**config.mk**
```make
export PLATFORM = sky130hd
export DESIGN_NAME = transfer_scheduler_flat
export DESIGN_NICKNAME = d
export VERILOG_FILES = /design/src/rtl/transfer_scheduler_if.sv /design/src/rtl/transfer_scheduler.sv /design/src/flat_wrapper.sv
export SDC_FILE = /design/constraint.sdc
export NUM_CORES = 1
export LEC_CHECK = 0
export ABC_AREA = 1
export BUFFER_PORTS_ARGS = -buffer_cell sky130_fd_sc_hd__buf_2
export CAP_MARGIN = 10
export CORE_UTILIZATION = 55
export CTS_BUF_LIST = sky130_fd_sc_hd__clkbuf_4
export DETAILED_ROUTE_END_ITERATION = 16
export PLACE_DENSITY = 0.81
export RECOVER_POWER = 50
export SETUP_SLACK_MARGIN = 0.05
export SLEW_MARGIN = 10
export SYNTH_ARGS = -nofsm -noshare
export SYNTH_HDL_FRONTEND = slang
export SYNTH_SLANG_ARGS = --single-unit
```
**constraint.sdc**
```tcl
create_clock -name clk -period 1.39 [get_ports clk]
set_input_delay 0.139 -clock clk [delete_from_list [all_inputs] [get_ports clk]]
set_output_delay 0.139 -clock clk [all_outputs]
set_load 0.05 [all_outputs]
```
**src/rtl/transfer_scheduler_if.sv**
```systemverilog
// Scanner/remote-center bundle for transfer_scheduler.
// The scheduler takes the slave modport; the scanners and remote center drive it through the master modport.
interface transfer_scheduler_if;
    logic [1:0] scanReq;
    logic [7:0] scanByte0;
    logic [7:0] scanByte1;
    logic [1:0] scanGrant;
    logic       readyForTransferIn;
    logic       readyForTransferOut;
    logic       dataOut;
    logic [1:0] localScannerOut;
    logic       busy;

    modport slave (
        input  scanReq, scanByte0, scanByte1, readyForTransferIn,
        output scanGrant, readyForTransferOut, dataOut, localScannerOut, busy
    );

    modport master (
        output scanReq, scanByte0, scanByte1, readyForTransferIn,
        input  scanGrant, readyForTransferOut, dataOut, localScannerOut, busy
    );
endinterface

```
**src/rtl/transfer_scheduler.sv**
```systemverilog
// Round-robin arbiter between two scanners that serialises the granted byte MSB-first onto one data line.
// Define TRANSFER_PARITY_EN to append an even-parity bit after bit 0 of every frame.
module transfer_scheduler #(
    parameter int unsigned BIT_CYCLES = 1
) (
    input  logic                  clk,
    input  logic                  rst_n,
    transfer_scheduler_if.slave   bus
);

`ifdef TRANSFER_PARITY_EN
    typedef enum logic [1:0] {IDLE = 2'd0, SEND = 2'd1, PAR = 2'd2, DONE = 2'd3} state_t;
`else
    typedef enum logic [1:0] {IDLE = 2'd0, SEND = 2'd1, DONE = 2'd3} state_t;
`endif

    localparam logic [3:0] LAST_CYC = 4'(BIT_CYCLES - 1);

    state_t     state_q, state_d;
    logic [7:0] shift_q, shift_d;
    logic [3:0] cyc_q, cyc_d;
    logic [2:0] bit_q, bit_d;
    logic       lastServed_q, lastServed_d;
    logic [1:0] grant_q, grant_d;
    logic       rfo_q, rfo_d;
    logic [1:0] owner_q, owner_d;
    logic       busy_q, busy_d;
`ifdef TRANSFER_PARITY_EN
    logic       parity_q, parity_d;
`endif

    logic       winner;
    logic [7:0] capByte;

    // On a tie the scanner that was not served last wins.
    always_comb begin
        winner = ~lastServed_q;
        if (bus.scanReq == 2'b01)
            winner = 1'b0;
        else if (bus.scanReq == 2'b10)
            winner = 1'b1;
        capByte = winner ? bus.scanByte1 : bus.scanByte0;
    end

    always_ff @(posedge clk or negedge rst_n) begin
        if (!rst_n) begin
            state_q      <= IDLE;
            shift_q      <= 8'd0;
            cyc_q        <= 4'd0;
            bit_q        <= 3'd0;
            lastServed_q <= 1'b1;
            grant_q      <= 2'b00;
            rfo_q        <= 1'b0;
            owner_q      <= 2'b00;
            busy_q       <= 1'b0;
`ifdef TRANSFER_PARITY_EN
            parity_q     <= 1'b0;
`endif
        end else begin
            state_q      <= state_d;
            shift_q      <= shift_d;
            cyc_q        <= cyc_d;
            bit_q        <= bit_d;
            lastServed_q <= lastServed_d;
            grant_q      <= grant_d;
            rfo_q        <= rfo_d;
            owner_q      <= owner_d;
            busy_q       <= busy_d;
`ifdef TRANSFER_PARITY_EN
            parity_q     <= parity_d;
`endif
        end
    end

    // Everything holds by default, which is also how a stall freezes the frame.
    always_comb begin
        state_d      = state_q;
        shift_d      = shift_q;
        cyc_d        = cyc_q;
        bit_d        = bit_q;
        lastServed_d = lastServed_q;
        grant_d      = 2'b00;
        rfo_d        = rfo_q;
        owner_d      = owner_q;
        busy_d       = busy_q;
`ifdef TRANSFER_PARITY_EN
        parity_d     = parity_q;
`endif
        case (state_q)
            IDLE: begin
                if (bus.scanReq != 2'b00 && bus.readyForTransferIn) begin
                    state_d      = SEND;
                    shift_d      = capByte;
                    cyc_d        = 4'd0;
                    bit_d        = 3'd0;
                    lastServed_d = winner;
                    grant_d      = winner ? 2'b10 : 2'b01;
                    owner_d      = winner ? 2'b10 : 2'b01;
                    rfo_d        = 1'b1;
                    busy_d       = 1'b1;
`ifdef TRANSFER_PARITY_EN
                    parity_d     = ^capByte;
`endif
                end
            end
            SEND: begin
                if (bus.readyForTransferIn) begin
                    if (cyc_q == LAST_CYC) begin
                        cyc_d   = 4'd0;
                        bit_d   = bit_q + 3'd1;
                        shift_d = {shift_q[6:0], 1'b0};
                        if (bit_q == 3'd7) begin
`ifdef TRANSFER_PARITY_EN
                            state_d = PAR;
                            shift_d = {parity_q, 7'd0};
`else
                            state_d = DONE;
                            rfo_d   = 1'b0;
                            owner_d = 2'b00;
`endif
                        end
                    end else begin
                        cyc_d = cyc_q + 4'd1;
                    end
                end
            end
`ifdef TRANSFER_PARITY_EN
            PAR: begin
                if (bus.readyForTransferIn) begin
                    if (cyc_q == LAST_CYC) begin
                        cyc_d   = 4'd0;
                        shift_d = 8'd0;
                        state_d = DONE;
                        rfo_d   = 1'b0;
                        owner_d = 2'b00;
                    end else begin
                        cyc_d = cyc_q + 4'd1;
                    end
                end
            end
`endif
            DONE: begin
                state_d = IDLE;
                busy_d  = 1'b0;
            end
            default: begin
                state_d = IDLE;
            end
        endcase
    end

    // The shift register is empty outside a frame, so its MSB doubles as the idle-low data line.
    assign bus.scanGrant           = grant_q;
    assign bus.readyForTransferOut = rfo_q;
    assign bus.dataOut             = shift_q[7];
    assign bus.localScannerOut     = owner_q;
    assign bus.busy                = busy_q;

endmodule

```
**src/flat_wrapper.sv**
```systemverilog
// flat-port wrapper written by rule: the top's interface ports become plain ports
module transfer_scheduler_flat 
#(
    parameter int unsigned BIT_CYCLES = 1
)
  (clk, rst_n, bus_scanReq, bus_scanByte0, bus_scanByte1, bus_readyForTransferIn, bus_scanGrant, bus_readyForTransferOut, bus_dataOut, bus_localScannerOut, bus_busy);
  transfer_scheduler_if bus_i ();
  input  logic clk;
  input  logic rst_n;
  input wire logic [$bits(bus_i.scanReq)-1:0] bus_scanReq;
  input wire logic [$bits(bus_i.scanByte0)-1:0] bus_scanByte0;
  input wire logic [$bits(bus_i.scanByte1)-1:0] bus_scanByte1;
  input wire logic [$bits(bus_i.readyForTransferIn)-1:0] bus_readyForTransferIn;
  output wire logic [$bits(bus_i.scanGrant)-1:0] bus_scanGrant;
  output wire logic [$bits(bus_i.readyForTransferOut)-1:0] bus_readyForTransferOut;
  output wire logic [$bits(bus_i.dataOut)-1:0] bus_dataOut;
  output wire logic [$bits(bus_i.localScannerOut)-1:0] bus_localScannerOut;
  output wire logic [$bits(bus_i.busy)-1:0] bus_busy;
  assign bus_i.scanReq = bus_scanReq;
  assign bus_i.scanByte0 = bus_scanByte0;
  assign bus_i.scanByte1 = bus_scanByte1;
  assign bus_i.readyForTransferIn = bus_readyForTransferIn;
  assign bus_scanGrant = bus_i.scanGrant;
  assign bus_readyForTransferOut = bus_i.readyForTransferOut;
  assign bus_dataOut = bus_i.dataOut;
  assign bus_localScannerOut = bus_i.localScannerOut;
  assign bus_busy = bus_i.busy;
  transfer_scheduler #(.BIT_CYCLES(BIT_CYCLES)) u_core (.clk(clk), .rst_n(rst_n), .bus(bus_i));
endmodule
```
## Yosys cells after proc, flatten, opt, wreduce, memory -nomap -nowiden

Cells that the tools add are included.
Widths: inputs -> output; s select.

- Flip-flop bits (word level): 24
- Input bits: 21
- Output and inout bits: 7
- Word-level logic and storage cells: 67

- $add $sub $neg: 2
- Eq/ne operators: 9
- Muxes and demuxes: 34
- Bitwise gates (word level): 1
- Reductions and logical operators: 12

Operator list:

| operator | number |
|---|---|
| $mux 8 | 4 |
| $mux 2 | 11 |
| $pmux 8 s2 | 1 |
| $mux 4 | 3 |
| $mux 3 | 3 |
| $pmux 2 s2 | 2 |
| $pmux 4 s2 | 1 |
| $reduce_and 4->1 | 2 |
| $mux 1 | 6 |
| $ne 2x1->1 const B | 3 |
| $pmux 3 s2 | 1 |
| $reduce_bool 2->1 | 3 |
| $reduce_and 5->1 | 1 |
| $add 4x1->4 const B | 1 |
| $eq 2x1->1 const B | 2 |
| $eq 2x2->1 const B | 2 |
| $logic_not 4->1 | 1 |
| $pmux 1 s2 | 2 |
| $reduce_and 2->1 | 2 |
| $add 3x1->3 const B | 1 |
| $eq 3x3->1 const B | 1 |
| $reduce_and 3->1 | 1 |
| $logic_not 2->1 | 1 |
| $ne 2x2->1 const B | 1 |
| 2 further kinds | 2 |

## Depth between registers and ports, before layout

Gate-level depths: netlist of run 1.

- Word-level depth: 6
- Gate-level depth with buffers: 8
- Depth with buffers taken out: 7

## Least setup slack after synthesis of run 1

Ideal clock, no wire load.

- Path kind: reg2reg
- Start point: register u_core.cyc_q[0]
- End point: register u_core.shift_q[2]
- Library setup time: 0.117 ns
- Arrival: 1.151 ns
- Slack: 0.122 ns
- Stages on the path, launching flop included: 8
- Path buffers: 1
- Cell sequence: dfrtp_1 -> inv_1 -> ha_1 -> a21oi_2 -> nor2_4 -> buf_6 -> nand3_1 -> nand2_1

- Longest elaborated chain between the ends: 3

RTL lines:

| what | RTL line | RTL |
|---|---|---|
| from (decl) | transfer_scheduler.sv:21 | `logic [3:0] cyc_q, cyc_d;` |
| from (signal assigned) | transfer_scheduler.sv:62 | `cyc_q <= cyc_d;` |
| $logic_not 4->1 | transfer_scheduler.sv:108 | `if (cyc_q == LAST_CYC) begin` |
| $ne 2x1->1 (no source line) | - |  |
| $reduce_and 4->1 (no source line) | - |  |
| to (signal assigned) | transfer_scheduler.sv:61 | `shift_q <= shift_d;` |
| to (decl) | transfer_scheduler.sv:20 | `logic [7:0] shift_q, shift_d;` |

Every way passes these cells.
A chain may end at the register's enable or synchronous reset.

## Worst setup path in the final report of run 1

- Start point: register u_core.cyc_q[2]
- End point: register u_core.owner_q[0], in the netlist u_core.bus.localScannerOut[0]

- Longest elaborated chain between the ends: 3

RTL lines:

| what | RTL line | RTL |
|---|---|---|
| $logic_not 4->1 | transfer_scheduler.sv:108 |  |
| $ne 2x1->1 (no source line) | - |  |
| $reduce_and 5->1 (no source line) | - |  |
| to (signal assigned) | transfer_scheduler.sv:67 | `owner_q <= owner_d;` |
| to (decl) | transfer_scheduler.sv:26 | `logic [1:0] owner_q, owner_d;` |

Every way passes these cells.

==> results of run 1 <==
## how the worst min path moves through the flow
| stage | end | slack [ps] | cells after the start |
|---|---|---|---|
| after global placement | u_core.cyc_q[3] | 150 | 1 |
| after detailed placement | u_core.bus.localScannerOut[1] | 140 | 1 |
| final | u_core.state_q[0] | 110 | 3 |
| after global routing | u_core.state_q[0] | 150 | 3 |
| after floorplan | u_core.bit_q[0] | -160 | 0 |
| after CTS | u_core.state_q[0] | 110 | 3 |
## registers in the layout, summed over array words and instances (netlist names)
name and flops:
u_core.shift_q 8, u_core.cyc_q 4, u_core.bit_q 3, u_core.bus.localScannerOut 2, u_core.bus.scanGrant 2, u_core.state_q 2
u_core.bus.busy 1, u_core.bus.readyForTransferOut 1, u_core.lastServed_q 1
## through the flow
stage | setup TNS (ps) | worst slack, ps | area [sq um] | instances | hold slack [ps]
6_report | 0 | 107.9 | 1610 | 224 | 110.0
5_1_grt | 0 | 23.97 | 1610 | 224 | 148.3
4_1_cts | 0 | 51.68 | 1536 | 222 | 107.2
3_5_place_dp | -11.25 | -9.169 | 1470 | 214 | 144.8
3_3_place_gp | 0 | 38.72 | 1470 | 214 | 150.6
2_1_floorplan | 0 | 121.5 | 1290 | 157 | -156.6
## logic make-up after synthesis
family          count (synthesis)
fa+ha+maj                       4
simple gates                  100
buf+inv                        17
xor+xnor                        1
compound gates                 11
flops                          24
## cell usage after synthesis
| master | instances |
|---|---|
| nand3_1 | 31 |
| nand2_1 | 41 |
| nand2_4 | 1 |
| dfrtp_1 | 23 |
| nor2_1 | 7 |
| ha_1 | 4 |
| buf_2 | 1 |
| nand2_2 | 8 |
| a21oi_1 | 3 |
| xor2_1 | 1 |
| o21bai_1 | 1 |
| buf_6 | 2 |
| nand4_1 | 1 |
| inv_2 | 2 |
| inv_1 | 12 |
| nand3_4 | 1 |
| a21oi_2 | 1 |
| o21ai_0 | 6 |
| nor2_4 | 1 |
| dfstp_2 | 1 |
| nor2_2 | 1 |
| or2_2 | 8 |
## per-layer routing
metal / global-route usage (%) / up-vias / wire length (um)
met5: 0 / - / 0
met4: 7.407 / 0 / 43
met3: 2.727 / 6 / 78
met2: 40.00 / 24 / 1340
met1: 31.03 / 548 / 1206
li1: - / 582 / -
## critical path: cells and delay by family (launching register included)
family	cells	cell delay, ps
AND/OR/NAND/NOR	5	490
flip-flops	1	480
buffers and inverters	1	140
AO/OA/AOI/OAI	1	80
## layout make-up
class                      instances  area [sq um]
inverter                          14         55.05
sequential                        24         604.3
fill                             174         601.8
multi-input combinational        116         661.9
clock inverter                     1         3.754
clock buffer                       3         22.52
timing repair buffer              38         227.7
tap                               28         35.03
## where the power goes
group          total, uW  internal (uW)  leakage [uW]  switching (uW)
Combinational       1450            603      0.000564             851
Sequential          1090            928      0.000309             159
Clock                312            105     0.0000154             207
## what timing repair did
action,CTS,global route
gates resized for setup,3,17
hold buffers,1,0
setup buffers,3,2
pin swaps,2,2
endpoints found under the hold margin,23,0
endpoints found under the setup margin,11,16
==> key figures, run 1 <==
CTS
  • Clock transition at path regs: 130 ps
  • Clock buffer count from CTS: 3
  • # clock sinks: 24
  • CTS root buf: clkbuf_4
  • H-tree depth: 1
  • Deepest clock path buffer count: 2
  • CTS tree: done
  • Clk_lat worst skew: 310 ps

Setup path
  • Crit-path slowest cell: dfrtp_1
  • Reg2reg path depth: 7
  • R2R setup slack: 110 ps
  • FF-to-FF Start: u_core.cyc_q[2]
  • Critical path peak fanout: 5
  • CP Capture Type: flip-flop
  • WP data required: 1610 ps
  • Endpoint arrival time on the critical path: 1500 ps
  • Startpoint types: flip-flop
  • Crit Reg-Reg Endpoint: u_core.bus.localScannerOut[0]
  • CP Cell Sequence: nor2_4 > a21oi_4 > buf_4 > nor2_2 > nand2_2 > nand2_1 > nand2_1
  • Crit path from: u_core.cyc_q[2]
  • Crit path to: u_core.bus.localScannerOut[0]
  • CP Class: flip-flop to flip-flop
  • Critical Path Max Stage Delay: 480 ps
  • Most frequent CP cell: nand2_1

Yosys
  • Yosys reg bits: 24
  • Post-synth top area share: 44.62%
  • Syn nets: 182
  • Post-Synth XOR/XNOR Area: 0.6790%
  • Yosys warns: 0
  • Register area share after synthesis: 46.65%
  • Complex-gate fraction of the synthesized area: 4.753%
  • Avg Inst Size Synth: 8.216 sq um
  • Main combinational cell family by area after synthesis: simple AND/OR/NAND/NOR gates
  • Post-Syn Area: 1290 sq um
  • Adder-Cell Fraction of Synth Area: 3.880%
  • Count of unique library cells instantiated by Yosys: 22
  • Mapped Cells: 157
  • Post-Synth Simple-Gate Area: 37.83%
  • Synth area leaders: dfrtp_1 (45%), nand3_1 (12%), nand2_1 (12%), ha_1 (3.9%), nand2_2 (3.9%)
  • Multiplexer area fraction after synthesis: 0%
  • Yosys top cell by area: dfrtp_1

STA
  • Max-slew violations: 0
  • Worst Skew: 2.103 ps
  • Normalized max-slew margin: 61.85%
  • Final setup fails: 0
  • Fmax: 780.0 MHz
  • Least-Margin Pin Slew: 572.3 ps
  • RSZ-0062 raised after global routing: true
  • Final period util: 92.24%
  • Final Critical Period: 1282 ps
  • Final hold vios: 0

Place
  • Placer Congestion: 0.7792
  • Port-buffer cells: 27
  • Post-DP HPWL: 1950 um

Drt
  • DR WL/cell: 11.92 um
  • Post-DRT Antenna Nets: 0
  • Via/cell ratio: 5.179
  • Vias: 1160
  • Drt pass-1 iters: 4
  • Final wirelength: 2669 um
  • Remaining DRCs: 0
  • First DRT Iteration DRCs: 13

Min path
  • Hold path start: bus_readyForTransferIn
  • Hold crit path type: input port to flip-flop

GRT
  • First-pass GRT wire length: 4533 um
  • Vias in the first global route: 1059
  • Total grt overflow: 0
  • Largest net degree at the start of global routing: 25
  • Initial antenna violation count: 0
  • All-Layer GR Usage: 23.45%

Power and ir drop
  • Final Total Pwr: 2852 uW
  • Leakage: 0.0008889 uW
  • Pwr Density: 1771 nW/um^2
  • Max VDD drop: 1.209 mV

Floorplanning
  • Die width: 50.43 um
  • Row count: 17
  • Die area: 2543 sq um
  • IO Pins: 28
  • Core Footprint: 2212 sq um
  • Initial Util: 58.31%
  • Die span in y: 50.43 um

Final layout
  • Most frequent cells in the layout: nand2_1 (40), nand3_1 (30), buf_2 (24), dfrtp_1 (21), inv_1 (10)
  • Final design utilization: 72.79%
  • Commonest non-fill, non-tap cell in the layout: nand2_1
  • Diodes inserted: 0
  • Nets: 222
  • Layout cells sized above 1: 38.27%
  • Layout area overhead: 24.83%

Run status
  • Outcome: finished clean

Flow run
  • Max Cap Viol: 0
(Power assumes the default switching activity.)
==> run 2: changes to the inputs <==
Clock period 1.39 ns to 1.2 ns, I/O delays scaled along.
==> key figures, run 2 (same netlist as run 1, synthesis figures left out) <==
Place
  • Placer Congestion: 0.8432 (+8.2%)
  • Post-DP HPWL: 2236 um (+15%)
  • Port-buffer cells: 27 (unchanged)
  • DP Area: 1578 sq um (+7.3%)

Drt
  • First DRT Iteration DRCs: 42 (+29)
  • Remaining DRCs: 0 (unchanged)
  • Via/cell ratio: 5.392 (+4.1%)
  • Final wirelength: 3484 um (+31%)
  • Vias: 1294 (+12%)
  • Drt pass-1 iters: 4 (unchanged)
  • Post-DRT Antenna Nets: 0 (unchanged)
  • DR WL/cell: 14.52 um (+22%)

Power and ir drop
  • Leakage: 0.0009943 uW (+12%)
  • Final Total Pwr: 3805 uW (+33%)
  • Max VDD drop: 1.466 mV (+21%)
  • Pwr Density: 2073 nW/um^2 (+17%)

STA
  • Max-slew violations: 0 (unchanged)
  • Final hold vios: 0 (unchanged)
  • Least-Margin Pin Slew: 608.0 ps (+35.73 ps)
  • Fmax: 763.0 MHz (-2.2%)
  • Final setup fails: 18 (+18)
  • Final period util: 109.2% (+17 points)
  • Worst setup margin: -110.6 ps (-218.5 ps)
  • Worst Skew: 11.72 ps (+9.616 ps)
  • Normalized max-slew margin: 59.47% (-2.4 points)
  • Post-Route Setup TNS: -1111 ps (-1111 ps)
  • Final Critical Period: 1311 ps (+28.53 ps)
  • RSZ-0062 raised after global routing: true

GRT
  • Total grt overflow: 0 (unchanged)
  • Largest net degree at the start of global routing: 25 (unchanged)
  • First-pass GRT wire length: 5388 um (+19%)
  • Initial antenna violation count: 0 (unchanged)
  • Vias in the first global route: 1206 (+14%)
  • All-Layer GR Usage: 29.02% (+5.6 points)

Final layout
  • Largest regs: u_core.shift_q: 8 flops, u_core.cyc_q: 4 flops, u_core.bit_q: 3 flops
  • Layout cells sized above 1: 47.17% (+8.9 points)
  • Nets: 238 (+7.2%)
  • Fin area: 1836 sq um (+14%)
  • Fillers: 127 (-27%)
  • Commonest non-fill, non-tap cell in the layout: nand2_1
  • Max reg flops: 8 (unchanged)
  • Most frequent cells in the layout: nand2_1 (41), buf_2 (26), nand3_1 (25), buf_4 (22), dfrtp_1 (21)
  • Biggest register: u_core.shift_q
  • Diodes inserted: 0 (unchanged)
  • Layout area overhead: 42.29%

Floorplanning
  • IO Pins: 28 (unchanged)
  • Die span in y: 50.43 um (unchanged)
  • Die area: 2543 sq um (unchanged)
  • Die width: 50.43 um (unchanged)
  • Core Footprint: 2212 sq um (unchanged)
  • Initial Util: 58.31% (unchanged)
  • Row count: 17 (unchanged)

Setup path
  • CP Capture Type: flip-flop
  • WP data required: 1410 ps (-200 ps)
  • Crit Reg-Reg Endpoint: u_core.shift_q[2]
  • R2R setup slack: -110 ps (-220 ps)
  • Reg2reg path depth: 7 (unchanged)
  • FF-to-FF Start: u_core.state_q[1]
  • Endpoint arrival time on the critical path: 1520 ps (+20 ps)
  • Critical path peak fanout: 11 (+6)
  • CP Class: flip-flop to flip-flop
  • Startpoint types: flip-flop

CTS
  • H-tree depth: 1 (unchanged)
  • # clock sinks: 24 (unchanged)
  • Deepest clock path buffer count: 2 (unchanged)
  • Clock buffer count from CTS: 3 (unchanged)
  • Clk_lat worst skew: 310 ps (about the same)
  • CTS tree: done
  • CTS root buf: clkbuf_4
  • Clock transition at path regs: 140 ps (about the same)

Min path
  • Hold crit path type: input port to flip-flop
  • Hold path start: bus_scanByte1[6]
  • Hold Path Depth: 5 (+2)
  • Worst Hold Endpoint: u_core.shift_q[6]

Run status
  • Failing checks: negative setup slack
  • Outcome: finished with violations

Flow run
  • Max Cap Viol: 0 (unchanged)
run 2: cell types whose count changed in the layout (fill, tap and decap cells not counted), moves of 2 or more:
| cell | before | now |
|---|---|---|
| buf_4 | 8 | 22 |
| nand2_4 | 2 | 5 |
| nand3_2 | 1 | 5 |
| ha_1 | 3 | 0 |
| buf_2 | 24 | 26 |
| nand3_1 | 30 | 25 |
| inv_4 | 1 | 4 |
| ha_2 | 0 | 2 |
| o21ai_0 | 5 | 2 |
| o21ai_1 | 1 | 3 |
| clkbuf_2 | 3 | 1 |
| buf_12 | 0 | 3 |
| inv_1 | 10 | 8 |
| nand2_2 | 8 | 4 |
run 2: final cells by class:
class,count,area (sq um),share of cell area [%]
multi-input cells,116,725.7,39.54
well taps,28,35.03,1.909
inverters,14,62.56,3.408
clock buffers,3,22.52,1.227
repair buffers,54,381.6,20.79
flip-flops and latches,24,604.3,32.92
clock inverters,1,3.754,0.2045
run 2: where the power goes:
group / switching [uW] / total [uW] / internal, uW / leakage [uW]
registers: 185 / 1260 / 1080 / 0.000309
logic: 1190 / 2180 / 993 / 0.000670
clock network: 239 / 360 / 121 / 0.0000154
run 2: worst max-delay path by stage:
stage | slack (ps) | cells after the start | endpoint | startpoint
final | -110 | 7 | u_core.shift_q[2] | u_core.state_q[1]
after global routing | -160 | 7 | u_core.bus.readyForTransferOut | u_core.bit_q[1]
after CTS | -40 | 7 | u_core.shift_q[5] | u_core.state_q[1]
after detailed placement | -100 | 7 | u_core.shift_q[1] | u_core.lastServed_q
after global placement | -50 | 7 | u_core.shift_q[1] | u_core.lastServed_q
after floorplan | 40 | 8 | u_core.shift_q[2] | u_core.cyc_q[1]
run 2: repair_timing:
item,4_1_cts,5_1_grt
buffers inserted,6,6
resized for setup,20,12
pin swaps,5,4
endpoints found under the setup margin,22,23
hold buffers,1,0
hold endpoints to repair,23,0
run 2: layer usage:
layer  vias up  global-route usage (%)  part of all wire (%)
met5         -                       0                     0
met3        10                   3.939                   3.3
met2        44                   54.67                    57
li1        619                       -                     -
met4         0                   7.870                   1.8
met1       621                   33.99                    38
run 2: critical path: stages, from the launching register on:
cell     delay [ps]
dfrtp_2         480
inv_4           100
nand2_4          70
a21oi_4         170
nor2_4           70
buf_12          140
nand3_1         100
nand2_1          50
run 2: through the flow:
step                setup slack, ps  util, %  cells  hold WS, ps
finish                       -110.6    82.98    240        114.5
floorplan                     43.18        -    157       -175.6
global route                 -160.1    82.98    240        107.4
global placement             -54.11    71.32    223        120.0
CTS                          -42.17    78.68    234        93.32
detailed placement           -97.54    71.32    223        129.0
